===== src/rtl/bm_map_pkg.sv =====
// Shared definitions for the arena/bomb map: geometry, cell codes, FSM states
// and the default arena layout loaded by the init sweep.
package bm_map_pkg;

  localparam int unsigned CELLS = 100;
  localparam int unsigned IDX_W = 7;

  localparam logic [1:0] EMPTY    = 2'd0;
  localparam logic [1:0] BLOCK    = 2'd1;
  localparam logic [1:0] PLAYER_A = 2'd2;
  localparam logic [1:0] PLAYER_B = 2'd3;

  typedef enum logic [1:0] {
    StInit,
    StRun,
    StFreeze
  } state_e;

  function automatic logic [1:0] default_arena(input logic [IDX_W-1:0] idx);
    logic [1:0] code;
    case (idx)
      7'd11:   code = PLAYER_A;
      7'd88:   code = PLAYER_B;
      7'd13, 7'd17, 7'd24, 7'd32, 7'd34, 7'd38, 7'd46,
      7'd51, 7'd56, 7'd57, 7'd62, 7'd63, 7'd76, 7'd84:
               code = BLOCK;
      default: code = EMPTY;
    endcase
    return code;
  endfunction

endpackage


===== src/rtl/arena_map_arbiter_if.sv =====
// Request/grant, control and render-read signals of the map arbiter.
interface arena_map_arbiter_if;
  import bm_map_pkg::*;

  logic             restart;
  logic [1:0]       game_state;
  logic             a_req, b_req, t_req;
  logic [IDX_W-1:0] a_idx, b_idx, t_idx;
  logic [1:0]       a_we, b_we, t_we;
  logic [1:0]       a_arena, b_arena, t_arena;
  logic [1:0]       a_bomb, b_bomb, t_bomb;
  logic             a_gnt, b_gnt, t_gnt;
  logic             init_done;
  logic             err_idx;
  logic [IDX_W-1:0] rd_idx;
  logic [1:0]       rd_arena, rd_bomb;

  modport master (
    output restart, game_state,
    output a_req, a_idx, a_we, a_arena, a_bomb,
    output b_req, b_idx, b_we, b_arena, b_bomb,
    output t_req, t_idx, t_we, t_arena, t_bomb,
    output rd_idx,
    input  a_gnt, b_gnt, t_gnt, init_done, err_idx, rd_arena, rd_bomb
  );

  modport slave (
    input  restart, game_state,
    input  a_req, a_idx, a_we, a_arena, a_bomb,
    input  b_req, b_idx, b_we, b_arena, b_bomb,
    input  t_req, t_idx, t_we, t_arena, t_bomb,
    input  rd_idx,
    output a_gnt, b_gnt, t_gnt, init_done, err_idx, rd_arena, rd_bomb
  );
endinterface


===== src/rtl/rr_pick2.sv =====
// Two-way round-robin picker: on a tie, grants the side not served last.
module rr_pick2 (
  input  logic clk,
  input  logic rst,
  input  logic en,
  input  logic req_a,
  input  logic req_b,
  output logic gnt_a,
  output logic gnt_b
);

  logic last_b_q, last_b_d;  // 1 = B was served last

  always_comb begin
    gnt_a    = en && req_a && (!req_b || last_b_q);
    gnt_b    = en && req_b && (!req_a || !last_b_q);
    last_b_d = last_b_q;
    if (gnt_a) begin
      last_b_d = 1'b0;
    end else if (gnt_b) begin
      last_b_d = 1'b1;
    end
  end

  always_ff @(posedge clk or posedge rst) begin
    if (rst) begin
      last_b_q <= 1'b1;
    end else begin
      last_b_q <= last_b_d;
    end
  end

endmodule


===== src/rtl/arena_map_arbiter.sv =====
// Single owner of the arena/bomb map: init sweep, prioritised write port for
// two players and the bomb timer, and a combinational render read port.
module arena_map_arbiter
  import bm_map_pkg::*;
#(
  parameter int unsigned LOAD_LAYOUT = 1
) (
  input logic                clk,
  input logic                rst,
  arena_map_arbiter_if.slave bus
);

  state_e           state_q, state_d;
  logic [IDX_W-1:0] ptr_q, ptr_d;
  logic [1:0]       arena_q [CELLS];
  logic [1:0]       bomb_q  [CELLS];
  logic             err_q;
  logic             play_en, init_done;
  logic             a_gnt, b_gnt, t_gnt;
  logic             wr_en, wr_ok;
  logic [IDX_W-1:0] wr_idx;
  logic [1:0]       wr_we, wr_arena, wr_bomb;
  logic [1:0]       sweep_arena;
  logic             rd_ok;

  always_ff @(posedge clk or posedge rst) begin
    if (rst) begin
      state_q <= StInit;
      ptr_q   <= '0;
    end else begin
      state_q <= state_d;
      ptr_q   <= ptr_d;
    end
  end

  always_comb begin
    state_d = state_q;
    ptr_d   = ptr_q;
    unique case (state_q)
      StInit: begin
        ptr_d = ptr_q + 1'b1;
        if (ptr_q == IDX_W'(CELLS - 1)) begin
          state_d = StRun;
          ptr_d   = '0;
        end
      end
      StRun:    if (bus.game_state != 2'd0) state_d = StFreeze;
      StFreeze: if (bus.game_state == 2'd0) state_d = StRun;
      default:  state_d = StInit;
    endcase
    // Restart wins over every transition; any grant this cycle still commits.
    if (bus.restart) begin
      state_d = StInit;
      ptr_d   = '0;
    end
  end

  // Timer keeps running through FREEZE so pending explosions can finish.
  always_comb begin
    init_done = (state_q != StInit);
    t_gnt     = bus.t_req && (state_q != StInit);
    play_en   = (state_q == StRun) && !bus.t_req;
  end

  rr_pick2 u_rr (
    .clk   (clk),
    .rst   (rst),
    .en    (play_en),
    .req_a (bus.a_req),
    .req_b (bus.b_req),
    .gnt_a (a_gnt),
    .gnt_b (b_gnt)
  );

  always_comb begin
    wr_en    = t_gnt || a_gnt || b_gnt;
    wr_idx   = bus.b_idx;
    wr_we    = bus.b_we;
    wr_arena = bus.b_arena;
    wr_bomb  = bus.b_bomb;
    if (t_gnt) begin
      wr_idx   = bus.t_idx;
      wr_we    = bus.t_we;
      wr_arena = bus.t_arena;
      wr_bomb  = bus.t_bomb;
    end else if (a_gnt) begin
      wr_idx   = bus.a_idx;
      wr_we    = bus.a_we;
      wr_arena = bus.a_arena;
      wr_bomb  = bus.a_bomb;
    end
    wr_ok       = wr_en && (wr_idx < IDX_W'(CELLS));
    sweep_arena = (LOAD_LAYOUT != 0) ? default_arena(ptr_q) : EMPTY;
  end

  always_ff @(posedge clk or posedge rst) begin
    if (rst) begin
      for (int unsigned i = 0; i < CELLS; i++) begin
        arena_q[i] <= EMPTY;
        bomb_q[i]  <= 2'd0;
      end
      err_q <= 1'b0;
    end else begin
      err_q <= wr_en && !wr_ok;
      if (state_q == StInit) begin
        arena_q[ptr_q] <= sweep_arena;
        bomb_q[ptr_q]  <= 2'd0;
      end else if (wr_ok) begin
        if (wr_we[0]) arena_q[wr_idx] <= wr_arena;
        if (wr_we[1]) bomb_q[wr_idx]  <= wr_bomb;
      end
    end
  end

  always_comb begin
    rd_ok = (bus.rd_idx < IDX_W'(CELLS));
  end

  assign bus.rd_arena  = rd_ok ? arena_q[bus.rd_idx] : EMPTY;
  assign bus.rd_bomb   = rd_ok ? bomb_q[bus.rd_idx] : 2'd0;
  assign bus.a_gnt     = a_gnt;
  assign bus.b_gnt     = b_gnt;
  assign bus.t_gnt     = t_gnt;
  assign bus.init_done = init_done;
  assign bus.err_idx   = err_q;

endmodule


===== src/flat_wrapper.sv =====
// flat-port wrapper written by rule: the top's interface ports become plain ports
module arena_map_arbiter_flat import bm_map_pkg::*;
#(
  parameter int unsigned LOAD_LAYOUT = 1
)
  (clk, rst, bus_restart, bus_game_state, bus_a_req, bus_a_idx, bus_a_we, bus_a_arena, bus_a_bomb, bus_b_req, bus_b_idx, bus_b_we, bus_b_arena, bus_b_bomb, bus_t_req, bus_t_idx, bus_t_we, bus_t_arena, bus_t_bomb, bus_rd_idx, bus_a_gnt, bus_b_gnt, bus_t_gnt, bus_init_done, bus_err_idx, bus_rd_arena, bus_rd_bomb);
  arena_map_arbiter_if bus_i ();
  input logic clk;
  input logic rst;
  input wire logic [$bits(bus_i.restart)-1:0] bus_restart;
  input wire logic [$bits(bus_i.game_state)-1:0] bus_game_state;
  input wire logic [$bits(bus_i.a_req)-1:0] bus_a_req;
  input wire logic [$bits(bus_i.a_idx)-1:0] bus_a_idx;
  input wire logic [$bits(bus_i.a_we)-1:0] bus_a_we;
  input wire logic [$bits(bus_i.a_arena)-1:0] bus_a_arena;
  input wire logic [$bits(bus_i.a_bomb)-1:0] bus_a_bomb;
  input wire logic [$bits(bus_i.b_req)-1:0] bus_b_req;
  input wire logic [$bits(bus_i.b_idx)-1:0] bus_b_idx;
  input wire logic [$bits(bus_i.b_we)-1:0] bus_b_we;
  input wire logic [$bits(bus_i.b_arena)-1:0] bus_b_arena;
  input wire logic [$bits(bus_i.b_bomb)-1:0] bus_b_bomb;
  input wire logic [$bits(bus_i.t_req)-1:0] bus_t_req;
  input wire logic [$bits(bus_i.t_idx)-1:0] bus_t_idx;
  input wire logic [$bits(bus_i.t_we)-1:0] bus_t_we;
  input wire logic [$bits(bus_i.t_arena)-1:0] bus_t_arena;
  input wire logic [$bits(bus_i.t_bomb)-1:0] bus_t_bomb;
  input wire logic [$bits(bus_i.rd_idx)-1:0] bus_rd_idx;
  output wire logic [$bits(bus_i.a_gnt)-1:0] bus_a_gnt;
  output wire logic [$bits(bus_i.b_gnt)-1:0] bus_b_gnt;
  output wire logic [$bits(bus_i.t_gnt)-1:0] bus_t_gnt;
  output wire logic [$bits(bus_i.init_done)-1:0] bus_init_done;
  output wire logic [$bits(bus_i.err_idx)-1:0] bus_err_idx;
  output wire logic [$bits(bus_i.rd_arena)-1:0] bus_rd_arena;
  output wire logic [$bits(bus_i.rd_bomb)-1:0] bus_rd_bomb;
  assign bus_i.restart = bus_restart;
  assign bus_i.game_state = bus_game_state;
  assign bus_i.a_req = bus_a_req;
  assign bus_i.a_idx = bus_a_idx;
  assign bus_i.a_we = bus_a_we;
  assign bus_i.a_arena = bus_a_arena;
  assign bus_i.a_bomb = bus_a_bomb;
  assign bus_i.b_req = bus_b_req;
  assign bus_i.b_idx = bus_b_idx;
  assign bus_i.b_we = bus_b_we;
  assign bus_i.b_arena = bus_b_arena;
  assign bus_i.b_bomb = bus_b_bomb;
  assign bus_i.t_req = bus_t_req;
  assign bus_i.t_idx = bus_t_idx;
  assign bus_i.t_we = bus_t_we;
  assign bus_i.t_arena = bus_t_arena;
  assign bus_i.t_bomb = bus_t_bomb;
  assign bus_i.rd_idx = bus_rd_idx;
  assign bus_a_gnt = bus_i.a_gnt;
  assign bus_b_gnt = bus_i.b_gnt;
  assign bus_t_gnt = bus_i.t_gnt;
  assign bus_init_done = bus_i.init_done;
  assign bus_err_idx = bus_i.err_idx;
  assign bus_rd_arena = bus_i.rd_arena;
  assign bus_rd_bomb = bus_i.rd_bomb;
  arena_map_arbiter #(.LOAD_LAYOUT(LOAD_LAYOUT)) u_core (.clk(clk), .rst(rst), .bus(bus_i));
endmodule

===== config.mk =====
export PLATFORM = sky130hd
export DESIGN_NAME = arena_map_arbiter_flat
export DESIGN_NICKNAME = d
export VERILOG_FILES = /design/src/rtl/bm_map_pkg.sv /design/src/rtl/arena_map_arbiter_if.sv /design/src/rtl/rr_pick2.sv /design/src/rtl/arena_map_arbiter.sv /design/src/flat_wrapper.sv
export SDC_FILE = /design/constraint.sdc
export NUM_CORES = 1
export LEC_CHECK = 0
export CORE_MARGIN = 1
export CORE_UTILIZATION = 57
export CTS_CLUSTER_DIAMETER = 80
export DETAILED_ROUTE_END_ITERATION = 8
export GPL_TIMING_DRIVEN = 0
export PLACE_DENSITY_LB_ADDON = 0.2
export RECOVER_POWER = 50
export SLEW_MARGIN = 20
export SYNTH_ARGS = -nofsm -noshare
export SYNTH_HDL_FRONTEND = slang
export SYNTH_SLANG_ARGS = --single-unit

===== constraint.sdc =====
create_clock -name clk -period 14.6 [get_ports clk]
set_input_delay 2.92 -clock clk [delete_from_list [all_inputs] [get_ports clk]]
set_output_delay 2.92 -clock clk [all_outputs]
set_load 0.03 [all_outputs]

==> results of run 1 <==
## worst max-delay path: stages
cell	delay [ps]
clkbuf_1	450
clkbuf_1	850
clkbuf_1	840
mux4_2	490
mux4_2	550
a311oi_1	300
nor2_1	120
clkdlybuf4s50_1	600
## worst max path at each step
stage | startpoint | end | slack [ps]
floorplan | rst | u_core.arena_q[0] | 250
global placement | rst | u_core.bomb_q[128] | -4520
detailed placement | bus_rd_idx[1] | bus_rd_arena[1] | 4720
CTS | bus_rd_idx[1] | bus_rd_arena[1] | 4720
global route | bus_rd_idx[1] | bus_rd_bomb[1] | 4630
finish | bus_rd_idx[1] | bus_rd_arena[1] | 4540
## layout make-up
class,instances,area [um2]
clock buffers,68,1410
inverters,26,98.8
fillers,3126,13800
well taps,525,657
diodes,5,12.5
clock inverters,12,166
plain buffers,179,793
flip-flops and latches,411,10300
multi-input cells,1509,11800
repair buffers,68,666
## cells in the final DEF (no fill, tap or decap), drive strengths merged, types with 58 or more instances in the layout
master,count
a22o,109
buf,73
clkbuf,185
dfrtp,410
mux2i,143
mux4,121
nand2,215
nand3,91
nor2,104
nor3,58
o211ai,70
o21ai,215
## registers in the layout (all words and copies together), names as in the netlist
register and count:
u_core.u_rr.last_b_q 1, u_core.bomb_q 200, u_core.state_q 2, u_core.bus.err_idx 1
u_core.ptr_q 7, u_core.arena_q 200
## cells by family after synthesis
group	Yosys count
compound gates	624
simple gates	567
flops	411
mux	312
buf+inv	205
fa+ha+maj	4
xor+xnor	2
## Yosys cell counts, drive strengths merged (2+ instances only)
cell type / count / area [um2]
nor3: 58 / 312
a31o: 3 / 26.3
o211ai: 70 / 536
o21ai: 215 / 1090
nor3b: 2 / 15.0
a31oi: 21 / 131
or2: 4 / 25.0
o22ai: 43 / 269
o32ai: 14 / 123
o41ai: 3 / 26.3
o2bb2ai: 15 / 131
clkbuf: 111 / 417
nand3: 91 / 475
o311a: 2 / 20.0
a22o: 109 / 955
nand2: 215 / 810
nand4: 23 / 181
and4: 2 / 17.5
and3: 7 / 43.8
o211a: 2 / 20.0
dfrtp: 410 / 10300
and2: 3 / 18.8
mux2: 48 / 541
buf: 68 / 367
o311ai: 4 / 42.6
nor4: 18 / 229
a21o: 11 / 85.1
mux2i: 143 / 1430
a22oi: 14 / 105
or3: 16 / 100
a21oi: 42 / 225
nor2: 104 / 395
a211oi: 3 / 22.5
a21boi: 18 / 135
nor2b: 8 / 50.1
o221a: 2 / 22.5
ha: 4 / 50.1
mux4: 121 / 2730
xnor2: 2 / 17.5
nand2b: 11 / 68.8
a221oi: 2 / 17.5
inv: 25 / 93.8
a32o: 4 / 40.0
o31ai: 15 / 113
a311oi: 4 / 52.6
## power by group through the flow
stage / registers, mW / clock network, mW / logic, mW
after floorplan: 1.19 / 0 / 0.138
after global placement: 1.19 / 0 / 0.232
after detailed placement: 1.19 / 0 / 0.243
after CTS: 1.17 / 1.22 / 0.244
after global routing: 1.18 / 1.26 / 0.259
final: 1.17 / 1.23 / 0.254
## metal layers
layer | global-route usage [%] | routed length (um) | vias up
met4 | 36.8 | 9530 | 2
met1 | 64.9 | 35900 | 10700
met3 | 20.9 | 16600 | 577
met2 | 70.0 | 41700 | 2052
li1 | - | - | 8365
met5 | 0 | 13 | -
==> impl_results.md, run 1 <==
- Sequential Power Share: 44.2%
- WL final: 104000 um
- Cells after Synth: between 2000 and 2500
- Row count: 73
- Mapped Nets: 2183
- I/O pin cnt: 63
- Initial Utilization: 57.8%
- Pre-antenna DRT Iters: 9
- Clock-pin slew reported for the worst setup and hold paths after clock tree synthesis: approximately 60 ps
- Layout Cells excl Fill: ~2800
- Failing checks: capacitance limit, slew limit
- I/O Buffers: 57
- Via count: between 20000 and 25000
- Register area share after synthesis: 44.8%
- FF-to-FF End: u_core.arena_q[96]
- Die Span Y: between 200 and 250 um
- XOR/XNOR Fraction of Synth Area: 0.0762%
- Avg Inst Size Synth: 10.8 um2
- Chip width: 203 um
- CORE AREA: 39700 um2
- Vias per cell: 7.73
- Min-delay src: u_core.arena_q[111]
- Reg2reg start: u_core.ptr_q[0]
- H-tree Lvls: 2
- Worst Setup End Kind: primary output
- Post_cts resized: 0
- CTS tree: built
- 1st-iter DRT viols: 3367
- Synth Area in Compound Gates: between 15 and 20%
- Area Growth Syn to Fin: 12.9%
- Ys flop type: dfrtp_1
- Setup tns final: 0 ps
- Fmax: between 90 and 100 MHz
- Sink of the worst hold path: u_core.arena_q[111]
- Placed inst area: 24400 um2
- Max Cap Violations: 3
- Peak supply drop: 0.0000911 V
- Internal Pwr Total: between 1.5 and 2 mW
- Clock root cell: clkbuf_16
- Worst R2R Path Depth: 11
- CTS max path bufs: 3
- Hold Violations, Final: 0
- Total grt overflow: 0
- R2R setup slack: roughly 9900 ps
- Antenna violations before repair: 5
- Num CTS Buffers: 46
- P_sw: 0.703 mW
- Final worst slack: approximately 4500 ps
- Pleak: 10.8 nW
- GR Util All Layers: 51.0%
- Post-Synth Simple-Gate Area: 12.1%
- Yosys warnings: 0
- Max_slew headroom: -293%
- Tot Pwr: 2.66 mW
- Arr. time, crit path: 7140 ps
- Final ANT Viol Nets: 0
- Worst hold path depth: 1
- Largest net degree at the start of global routing: 104
- Number of global-route vias before repair: 21100
- DR WL/cell: 37.0 um
- Critical Path RT: 11680 ps
- Pwr Density: around 100 nW/um2
- Worst-Margin Slew: around 6000 ps
- Max Slew Vio Count: 305
- Largest family of logic cells by synthesized area: multiplexers
- Synthesized area: 23000 um2
- Clk sinks: 411
- Finished Cell Area: 25900 um2
- Yosys cell types: between 80 and 90
- Placement Setup Slack: between 4000 and 5000 ps
- Switching portion of total power: approximately a quarter
- Remaining DRCs: 0
- Clock share of power: ~46%
- Comb pwr share: 9.6%
- First-pass GRT wire length: between 100000 and 150000 um
- Worst skew pair latency: 620 ps
- RSZ-0062 raised after global routing: false
- Outcome: finished with violations
- Placed cell count: 2718
- Final Cycle Share: 68.9%
- Synth Area in Adders: less than 1%
- Startpoint types: input pin
- EDFF count, synth: 0
- Layout cells sized above 1: 16.4%
- Setup Buffers After CTS: 0
- Mux contribution to synthesized area: 20.4%
- Nets: 2299
- Die area: ~41000 um2
- Final Core Density: 65.3%
- Hold_ws: 487 ps
- Min Clock Period, post-route: around 10000 ps
- CTS Hold Bufs: 0
- Clk_skew: 22.6 ps
- Hold Path Class: flip-flop to flip-flop
- HPWL after DPL: 74300 um
- RePlAce Congestion: 1.10
- Asr flop ratio synth: 100%
- Crit-path max FO: 10
- Setup violations, final: 0
- Synthesized flop and latch total: 411
- Setup CP Type: input pin to primary output
(Power assumes the default switching activity.)
==> inputs of run 2 (changes only) <==
- clock period: 14.6 -> 8.3 ns (I/O delays scaled with it)
==> run 2 against run 1 <==
  * The run still ends with capacitance limit, slew limit left
  * Count of clock-buffer cells in the layout down 3
  * Sequential power up 76%
  * Clock power is 70% higher
  * Hold slack better by 4.6 ps
  * Clock skew is 8.3 ps lower
==> impl_results.md, run 2 (synthesized netlist as in run 1, its figures left out) <==
- Outcome: finished with violations
- Failing checks: capacitance limit, slew limit
- Row count: 73 (unchanged)
- GR Util All Layers: 50.5% (-0.44 points)
- Area Growth Syn to Fin: 12.5%
- CTS tree: built
- HPWL after DPL: 74800 um (+0.57%)
- Antenna violations before repair: 10 (+5)
- Chip width: 203 um (unchanged)
- WL final: 103000 um (-0.87%)
- Remaining DRCs: 0 (unchanged)
- Metal-1 WL: 36300 um (+1.2%)
- Largest net degree at the start of global routing: 36 (-65%)
- Final Core Density: 65.1% (-0.19 points)
- Sequential Power Share: 44.9% (+0.7 points)
- I/O Buffers: 57 (unchanged)
- Arr. time, crit path: 6060 ps (-1080 ps)
- Setup violations, final: 0 (unchanged)
- Layout cells sized above 1: 16.1% (-0.30 points)
- Initial Utilization: 57.8% (unchanged)
- Top flop regs: u_core.arena_q x200, u_core.bomb_q x200, u_core.ptr_q x7
- Die Span Y: 203 um (unchanged)
- CORE AREA: 39700 um2 (unchanged)
- Clock share of power: 45.4% (-0.9 points)
- RSZ-0062 raised after global routing: false
- Final ANT Viol Nets: 0 (unchanged)
- Critical Path RT: 6640 ps (-5040 ps)
- Switching portion of total power: 26.5% (+0.10 points)
- Max_slew headroom: -25.3% (+270 points)
- P_sw: 1.22 mW (+73%)
- Min Clock Period, post-route: 7720 ps
- Placed cell count: 2727 (+0.33%)
- Worst Setup End Kind: primary output
- CTS max path bufs: 3 (unchanged)
- Commonest non-fill, non-tap cell in the layout: dfrtp_1
- Met2 wire length: 41300 um (-0.97%)
- Clock-pin slew reported for the worst setup and hold paths after clock tree synthesis: 60 ps (about the same)
- Pre-antenna DRT Iters: 6 (-3)
- Via count: 21600 (-0.12%)
- H-tree Lvls: 2 (unchanged)
- Fmax: 130 MHz
- Die area: 41100 um2 (unchanged)
- Startpoint types: input pin
- Final Cycle Share: 93.0%
- Pleak: 10.8 nW (-0.32%)
- First-pass GRT wire length: 146000 um (-1.1%)
- DR WL/cell: 36.6 um (-1.2%)
- CTS Hold Bufs: 0 (unchanged)
- Top sig layer: met5
- Clk sinks: 411 (unchanged)
- Hold Violations, Final: 0 (unchanged)
- Internal Pwr Total: 3.37 mW (+73%)
- I/O pin cnt: 63 (unchanged)
- Vias per cell: 7.69 (-0.48%)
- 1st-iter DRT viols: 3653 (+8.5%)
- Comb pwr share: 9.7% (about the same)
- Final worst slack: 581 ps (-3960 ps)
- Setup Buffers After CTS: 0 (unchanged)
- Worst-Margin Slew: 1880 ps (-4010 ps)
- Max Cap Violations: 10 (+7)
- Placement Setup Slack: 864 ps (-3860 ps)
- Hold Path Class: flip-flop to flip-flop
- Total grt overflow: 0 (unchanged)
- Most frequent cells in the layout: dfrtp_1 (410), nand2_1 (214), o21ai_0 (197)
- Num CTS Buffers: 46 (unchanged)
- Number of fill cells: 3154 (+0.90%)
- Max Slew Vio Count: 331 (+8.5%)
- Worst skew pair latency: 610 ps (about the same)
- RePlAce Congestion: 1.11 (+0.57%)
- Layout Cells excl Fill: 2813 (+0.36%)
- Post_cts resized: 0 (unchanged)
- Pwr Density: 178 nW/um2 (+73%)
- Crit-path max FO: 10 (unchanged)
- Peak supply drop: 0.000154 V (+69%)
- Tot Pwr: 4.59 mW (+73%)
- Clk_skew: 14.3 ps (-8.30 ps)
- Clock root cell: clkbuf_16
- Nets: 2308 (+0.39%)
- Number of global-route vias before repair: 21000 (-0.52%)
- Setup CP Type: input pin to primary output
- Wire length on met3: 16000 um (-3.6%)
[run 2: cell types whose count changed in the layout (fill, tap and decap cells not counted), sizes merged]
cell / previous run / this run
diode: 5 / 4
buf: 73 / 72
clkinvlp: 2 / 1
clkdlybuf4s50: 54 / 55
inv: 25 / 26
dlygate4sd3: 3 / 2
clkinv: 8 / 13
clkbuf: 185 / 192
[run 2: through the flow]
step                      hold WS (ps)  setup TNS [ps]  area [um2]
after global placement             458         -649930       24200
after detailed placement           473               0       24600
final                              492               0       25900
after global routing               501               0       25800
after CTS                          488               0       26100
after floorplan                    445               0       23000
[run 2: worst paths after layout]
| path | slack, ps | start | depth (start not counted) | to |
|---|---|---|---|---|
| worst max-delay path | 580 | bus_rd_idx[1] | 8 | bus_rd_arena[1] |
| worst min-delay path | 490 | u_core.arena_q[164] | 1 | u_core.arena_q[164] |
| worst max register to register | 3670 | u_core.state_q[0] | 9 | u_core.bomb_q[172] |
| worst min register to register | 490 | u_core.arena_q[164] | 1 | u_core.arena_q[164] |
| max in group asynchronous | 1570 | rst | 5 | u_core.bomb_q[107] |
| min in group asynchronous | 1720 | rst | 2 | u_core.bomb_q[0] |
[run 2: metal layers]
metal  vias up  track usage (%)
li1       8388                -
met1     10700             63.9
met2      1946             68.8
met3       544             22.3
met4        14             35.9
met5         -             1.55
[run 2: layout make-up]
cell class / count / area, um2 / share of cell area, %
diodes: 4 / 10.0 / 0.0387
clock inverters: 17 / 183 / 0.706
repair buffers: 77 / 672 / 2.60
clock buffers: 65 / 1310 / 5.08
well taps: 525 / 657 / 2.54
inverters: 26 / 98.8 / 0.382
multi-input cells: 1509 / 11800 / 45.8
flip-flops and latches: 411 / 10300 / 39.8
plain buffers: 179 / 793 / 3.07
[run 2: power by group through the flow]
stage          logic [mW]  clock network [mW]  registers (mW)
2_1_floorplan       0.243                   0            2.09
3_3_place_gp        0.408                   0            2.10
3_5_place_dp        0.435                   0            2.10
4_1_cts             0.436                2.08            2.06
5_1_grt             0.455                2.14            2.06
6_report            0.446                2.09            2.06
[run 2: critical path, stage by stage]
cell and delay (ps):
clkbuf_1 390, clkbuf_1 880, clkbuf_1 980, mux4_2 460
mux4_2 620, a311oi_1 310, nor2_1 130, clkdlybuf4s50_1 610
